===== src/rtl/sd_image_loader.sv =====
// Streams one RGB565 image from an SPI SD reader into frame RAM, one sector per read command.
// Optional watchdog: define LOADER_TIMEOUT_EN to enable the WAIT timeout and sticky error flag.
module sd_image_loader #(
  parameter int ADDR_W          = 17,
  parameter int IMG_PIXELS      = 76800,
  parameter int SECTOR_BYTES    = 512,
  parameter int SECTORS_PER_IMG = 300,
  parameter int BASE_SECTOR     = 0,
  parameter int TIMEOUT_CYCLES  = 2000000
) (
  input  logic              clk,
  input  logic              rst_n,
  input  logic              load_req,
  input  logic [1:0]        image_select,
  output logic              busy,
  output logic              done,
  output logic              error,
  output logic              start_read,
  output logic [31:0]       sector_addr,
  input  logic [7:0]        sd_data,
  input  logic              sd_data_valid,
  output logic [ADDR_W-1:0] ram_addr,
  output logic [15:0]       ram_data,
  output logic              ram_we
);

  localparam logic [2:0] ST_IDLE = 3'd0;
  localparam logic [2:0] ST_REQ  = 3'd1;
  localparam logic [2:0] ST_WAIT = 3'd2;
  localparam logic [2:0] ST_NEXT = 3'd3;
  localparam logic [2:0] ST_DONE = 3'd4;
`ifdef LOADER_TIMEOUT_EN
  localparam logic [2:0] ST_ERR  = 3'd5;
`endif

  logic [2:0]  state;
  logic [31:0] pix_cnt;
  logic [31:0] sec_cnt;
  logic [31:0] byte_cnt;
  logic [7:0]  low_byte;
  logic        accept;

`ifdef LOADER_TIMEOUT_EN
  logic [31:0] wdog;
  // A timed-out loader sits in ERR and takes a fresh request just like IDLE.
  assign accept = load_req && ((state == ST_IDLE) || (state == ST_ERR));
`else
  assign accept = load_req && (state == ST_IDLE);
  assign error  = 1'b0;
`endif

  assign start_read = (state == ST_REQ);
  assign done       = (state == ST_DONE);

  // NOTE: all sequential state uses non-blocking assignments so every register samples pre-edge values.
  always_ff @(posedge clk or negedge rst_n) begin
    if (!rst_n) begin
      state       <= ST_IDLE;
      busy        <= 1'b0;
      sector_addr <= '0;
      pix_cnt     <= '0;
      sec_cnt     <= '0;
      byte_cnt    <= '0;
      low_byte    <= '0;
      ram_addr    <= '0;
      ram_data    <= '0;
      ram_we      <= 1'b0;
`ifdef LOADER_TIMEOUT_EN
      wdog        <= '0;
      error       <= 1'b0;
`endif
    end else begin
      ram_we <= 1'b0;
      if (accept) begin
        sector_addr <= 32'(BASE_SECTOR + int'(image_select) * SECTORS_PER_IMG);
        pix_cnt     <= '0;
        sec_cnt     <= '0;
        byte_cnt    <= '0;
        busy        <= 1'b1;
        state       <= ST_REQ;
`ifdef LOADER_TIMEOUT_EN
        error       <= 1'b0;
`endif
      end else begin
        case (state)
          ST_REQ: begin
            state <= ST_WAIT;
`ifdef LOADER_TIMEOUT_EN
            wdog  <= '0;
`endif
          end
          ST_WAIT: begin
            if (sd_data_valid) begin
              byte_cnt <= byte_cnt + 32'd1;
              if (!byte_cnt[0]) begin
                low_byte <= sd_data;
              end else if (pix_cnt < IMG_PIXELS) begin
                // Surplus bytes beyond the image are dropped; address and data hold.
                ram_we   <= 1'b1;
                ram_data <= {sd_data, low_byte};
                ram_addr <= pix_cnt[ADDR_W-1:0];
                pix_cnt  <= pix_cnt + 32'd1;
              end
              if (byte_cnt == SECTOR_BYTES - 1) state <= ST_NEXT;
`ifdef LOADER_TIMEOUT_EN
              wdog <= '0;
            end else if (wdog == TIMEOUT_CYCLES - 1) begin
              busy  <= 1'b0;
              error <= 1'b1;
              state <= ST_ERR;
            end else begin
              wdog <= wdog + 32'd1;
`endif
            end
          end
          ST_NEXT: begin
            if (sec_cnt == SECTORS_PER_IMG - 1) begin
              state <= ST_DONE;
            end else begin
              sec_cnt     <= sec_cnt + 32'd1;
              sector_addr <= sector_addr + 32'd1;
              byte_cnt    <= '0;
              state       <= ST_REQ;
            end
          end
          ST_DONE: begin
            busy  <= 1'b0;
            state <= ST_IDLE;
          end
          default: ;
        endcase
      end
    end
  end

endmodule

===== config.mk =====
export PLATFORM = sky130hd
export DESIGN_NAME = sd_image_loader
export DESIGN_NICKNAME = d
export VERILOG_FILES = /design/src/rtl/sd_image_loader.sv
export SDC_FILE = /design/constraint.sdc
export NUM_CORES = 1
export LEC_CHECK = 0
export BUFFER_PORTS_ARGS = -buffer_cell sky130_fd_sc_hd__buf_2
export CAP_MARGIN = 10
export CORE_MARGIN = 2
export CORE_UTILIZATION = 55
export DETAILED_ROUTE_END_ITERATION = 10
export PLACE_DENSITY = 0.75
export RECOVER_POWER = 100
export SLEW_MARGIN = 30
export SYNTH_ARGS = -nofsm -noshare
export SYNTH_HDL_FRONTEND = slang
export SYNTH_SLANG_ARGS = --single-unit

===== constraint.sdc =====
create_clock -name clk -period 3.2 [get_ports clk]
set_input_delay 0.16 -clock clk [delete_from_list [all_inputs] [get_ports clk]]
set_output_delay 0.16 -clock clk [all_outputs]
set_load 0.02 [all_outputs]

==> flow_metrics.py <==
metrics = {
    "placed_design": {
        "dp_cells": 1239,
        "hpwl_um": 14100,
        "place.gp.congestion": 0.872,
        "port_buffers": 82,
    },
    "power": {
        "seqPwrFrac": 0.412,
        "pwr-share-clk": 0.339,
        "power.density_nw_per_um2": 664,
        "p_leak_nw": 4.26,
        "combPwrFrac": 0.249,
        "switchingPower_w": 0.00232,
        "netSwitchingFraction": 0.344,
        "p_int_w": 0.00443,
        "peakVddDrop_uv": 468,
        "power_w": 0.00675,
    },
    "grt": {
        "grt_pass1_wl_um": 36600,
        "gr-total-overflow": 0,
        "antenna_found_initial": 0,
        "grt_usage": 0.255,
        "grt_pass1_vias": 7281,
        "grt_max_degree": 86,
    },
    "worst_setup_path": {
        "critical_path_class": "register to register",
        "startpoint": "state[1]$_DFFE_PN0P_",
        "cp-endpoint": "sec_cnt[2]$_DFFE_PN0P_",
        "path_max_fanout": 13,
        "cp.arrival_ns": 3.19,
        "r2r_slack_ns": 0.35,
        "critPathLaunchType": "register",
        "crit_path_end_kind": "register",
        "worstPathCellList": "or3b_4, a21oi_1, clkbuf_1, o31ai_2, buf_4, or3_1, a21oi_1",
        "critical_path.most_common_cell": "a21oi_1",
        "r2r-end": "sec_cnt[2]$_DFFE_PN0P_",
        "slowest_delay_ns": 0.51,
        "path_depth": 7,
        "critical_path_required_ns": 3.54,
        "reg2reg_from": "state[1]$_DFFE_PN0P_",
        "cpMaxStageDelayCell": "dfrtp_1",
        "r2r_cells": 7,
        "crit_family": "compound AO/OA/AOI/OAI gates",
        "worst-path-buf-inv": 2,
    },
    "clocking": {
        "clk-insertion-delay-late_ns": 0.43,
        "cts_root_buf": "clkbuf_16",
        "cts_buffers": 17,
        "postCtsSetupRepairBufs": 0,
        "clock_sinks": 174,
        "path_clk_slew_ns": 0.06,
        "cts.repair.resized": 0,
        "cts_tree": "built",
        "h-tree-depth": 4,
        "clk_path_buf_depth": 2,
    },
    "die": {
        "coreArea_um2": 15900,
        "die-area_um2": 17200,
        "die_x_um": 131,
        "start_util": 0.561,
        "num_rows": 46,
        "die_h_um": 131,
        "ioPinCount": 84,
    },
    "routing": {
        "post_drt_wl_per_cell_um": 16.6,
        "dr.pass1.iters": 5,
        "wirelength_um": 21200,
        "drtIter0Drc": 700,
        "ant_nets": 0,
        "drc": 0,
        "viasPerCell": 6.06,
        "vias": 7750,
    },
    "sta": {
        "slew_headroom": -0.391,
        "finalMaxSlewViolations": 85,
        "fin_tns_setup_ns": 0,
        "fin_crit_ns": 2.85,
        "max_clock_freq_mhz": 351,
        "setup_violations": 0,
        "skew_ns": 0.00920,
        "rsz0062_at_grt": "false",
        "period_share": 0.890,
        "tightest_slew_ns": 2.09,
        "hold_viol": 0,
    },
    "synthesis": {
        "ys_seq_elements": 174,
        "synthesis.nets": 995,
        "async_reset_ff_frac": 1.00,
        "yosysUniqueCellTypes": 68,
        "avgSynthCellArea_um2": 9.15,
        "ys_warn_count": 0,
        "netlist_area_um2": 8910,
        "ys_seq_area_frac": 0.489,
        "syn_inst": 974,
        "synth-main-ff-cell": "dfrtp_1",
        "synth_edf_count": 0,
    },
    "layout": {
        "drive_gt1_frac": 0.0743,
        "final_net_count": 1072,
        "instances_no_fill": 1279,
        "n_antenna_cell": 0,
        "areaGrowthSynthToFinish_pct": 14.1,
    },
    "worst_hold_path": {
        "min-delay-path-class": "primary input to register",
        "worstHoldPathCells": 3,
    },
    "job": {
        "drv_cap": 1,
    },
    "status": {
        "violations": "max-capacitance violations, max-slew violations",
        "status": "finished with violations",
    },
}
[synthesized netlist by cell type (3+ instances only)]
library cell	number	share of area
a211oi_1	5	0.0042
a21o_1	5	0.0042
a21oi_1	62	0.035
a31oi_1	7	0.0049
and2_1	21	0.015
and3_1	10	0.0070
and4_1	11	0.011
buf_1	4	0.0017
buf_2	13	0.0073
clkbuf_1	34	0.014
dfrtp_1	174	0.49
ha_1	7	0.0098
inv_1	29	0.012
mux2_2	8	0.010
mux2i_1	12	0.013
nand2_1	177	0.075
nand2b_1	13	0.0091
nand3_1	48	0.027
nand4_1	33	0.023
nor2_1	33	0.014
nor3_1	20	0.011
nor3b_1	3	0.0025
nor4_1	30	0.021
nor4b_1	4	0.0039
o211ai_1	14	0.012
o21ai_0	31	0.017
o21ai_1	9	0.0051
o22a_1	3	0.0029
o22ai_1	4	0.0028
o31a_1	4	0.0039
o31ai_1	24	0.020
or2_2	3	0.0021
or3_1	23	0.016
or4_1	43	0.036
xnor2_1	10	0.0098
[what timing repair did]
action	CTS	global route
endpoints found under the hold margin	96	0
setup endpoints to repair	0	0
hold buffers	9	0
[power by group through the flow]
| stage | clock network (W) | registers (W) | logic [W] |
|---|---|---|---|
| floorplan | 0 | 0.00293 | 0.00101 |
| global placement | 0 | 0.00279 | 0.00171 |
| detailed placement | 0 | 0.00281 | 0.00174 |
| CTS | 0.00233 | 0.00277 | 0.00177 |
| global route | 0.00244 | 0.00283 | 0.00186 |
| finish | 0.00229 | 0.00278 | 0.00168 |
[cell usage in the layout (no fill, tap or decap), types with 14 or more instances in the layout]
cell / n
nand2_1: 177
dfrtp_1: 174
clkbuf_1: 75
a21oi_1: 62
nand3_1: 48
or4_1: 43
o21ai_0: 37
nand4_1: 33
nor2_1: 32
nor4_1: 31
inv_1: 29
or3_1: 23
o31ai_1: 23
nor3_1: 20
clkbuf_16: 17
o211ai_1: 14
[flip-flops by register name, indices dropped and copies added (netlist names)]
| name | cells |
|---|---|
| ram_data | 16 |
| sec_cnt | 32 |
| byte_cnt | 32 |
| busy | 1 |
| pix_cnt | 32 |
| state | 3 |
| ram_addr | 17 |
| sector_addr | 32 |
| low_byte | 8 |
| ram_we | 1 |
[metrics by stage]
step | hold WS (ns) | utilization | instance area [um^2] | worst slack, ns
floorplan | -0.136 | - | 8910 | 0.963
global placement | 0.275 | 0.602 | 9560 | 0.682
detailed placement | 0.274 | 0.602 | 9560 | 0.626
CTS | 0.161 | 0.649 | 10300 | 0.579
global route | 0.225 | 0.640 | 10200 | 0.191
finish | 0.174 | 0.640 | 10200 | 0.351
[logic make-up (layout without fill, tap and decap cells)]
family,after synthesis,after routing,synth area share
simple gates,488,488,0.293
compound gates,189,189,0.134
flops,174,174,0.489
buf+inv,83,172,0.0389
mux,20,20,0.0236
xor+xnor,12,12,0.0118
fa+ha+maj,7,7,0.00983
other cells,1,1,0.000421
[cell type report]
| type | instances | area, um^2 |
|---|---|---|
| multi-input cells | 717 | 4220 |
| inverters | 29 | 109 |
| flip-flops and latches | 174 | 4350 |
| well taps | 216 | 270 |
| clock buffers | 21 | 470 |
| clock inverters | 10 | 185 |
| repair buffers | 112 | 561 |
| fillers | 1356 | 5720 |
[layer usage]
metal | wire (um) | track usage | up-vias
met1 | 9850 | 0.369 | 3739
met3 | 1070 | 0.0397 | 47
met2 | 9790 | 0.391 | 231
met4 | 511 | 0.0918 | 0
met5 | 0 | 0 | -
li1 | - | - | 3733
[worst min-delay path, stage by stage]
cell and delay (ns):
buf_2 0.13, a32oi_1 0.11, a21oi_1 0.15
[how the worst min path moves through the flow]
stage	from	endpoint
floorplan	rst_n	busy$_DFFE_PN0P_
global placement	rst_n	ram_addr[7]$_DFFE_PN0P_
detailed placement	rst_n	ram_addr[6]$_DFFE_PN0P_
CTS	load_req	state[0]$_DFFE_PN0P_
global route	image_select[1]	sector_addr[9]$_DFFE_PN0P_
finish	load_req	state[0]$_DFFE_PN0P_
Power figures use the tool's default switching activity.
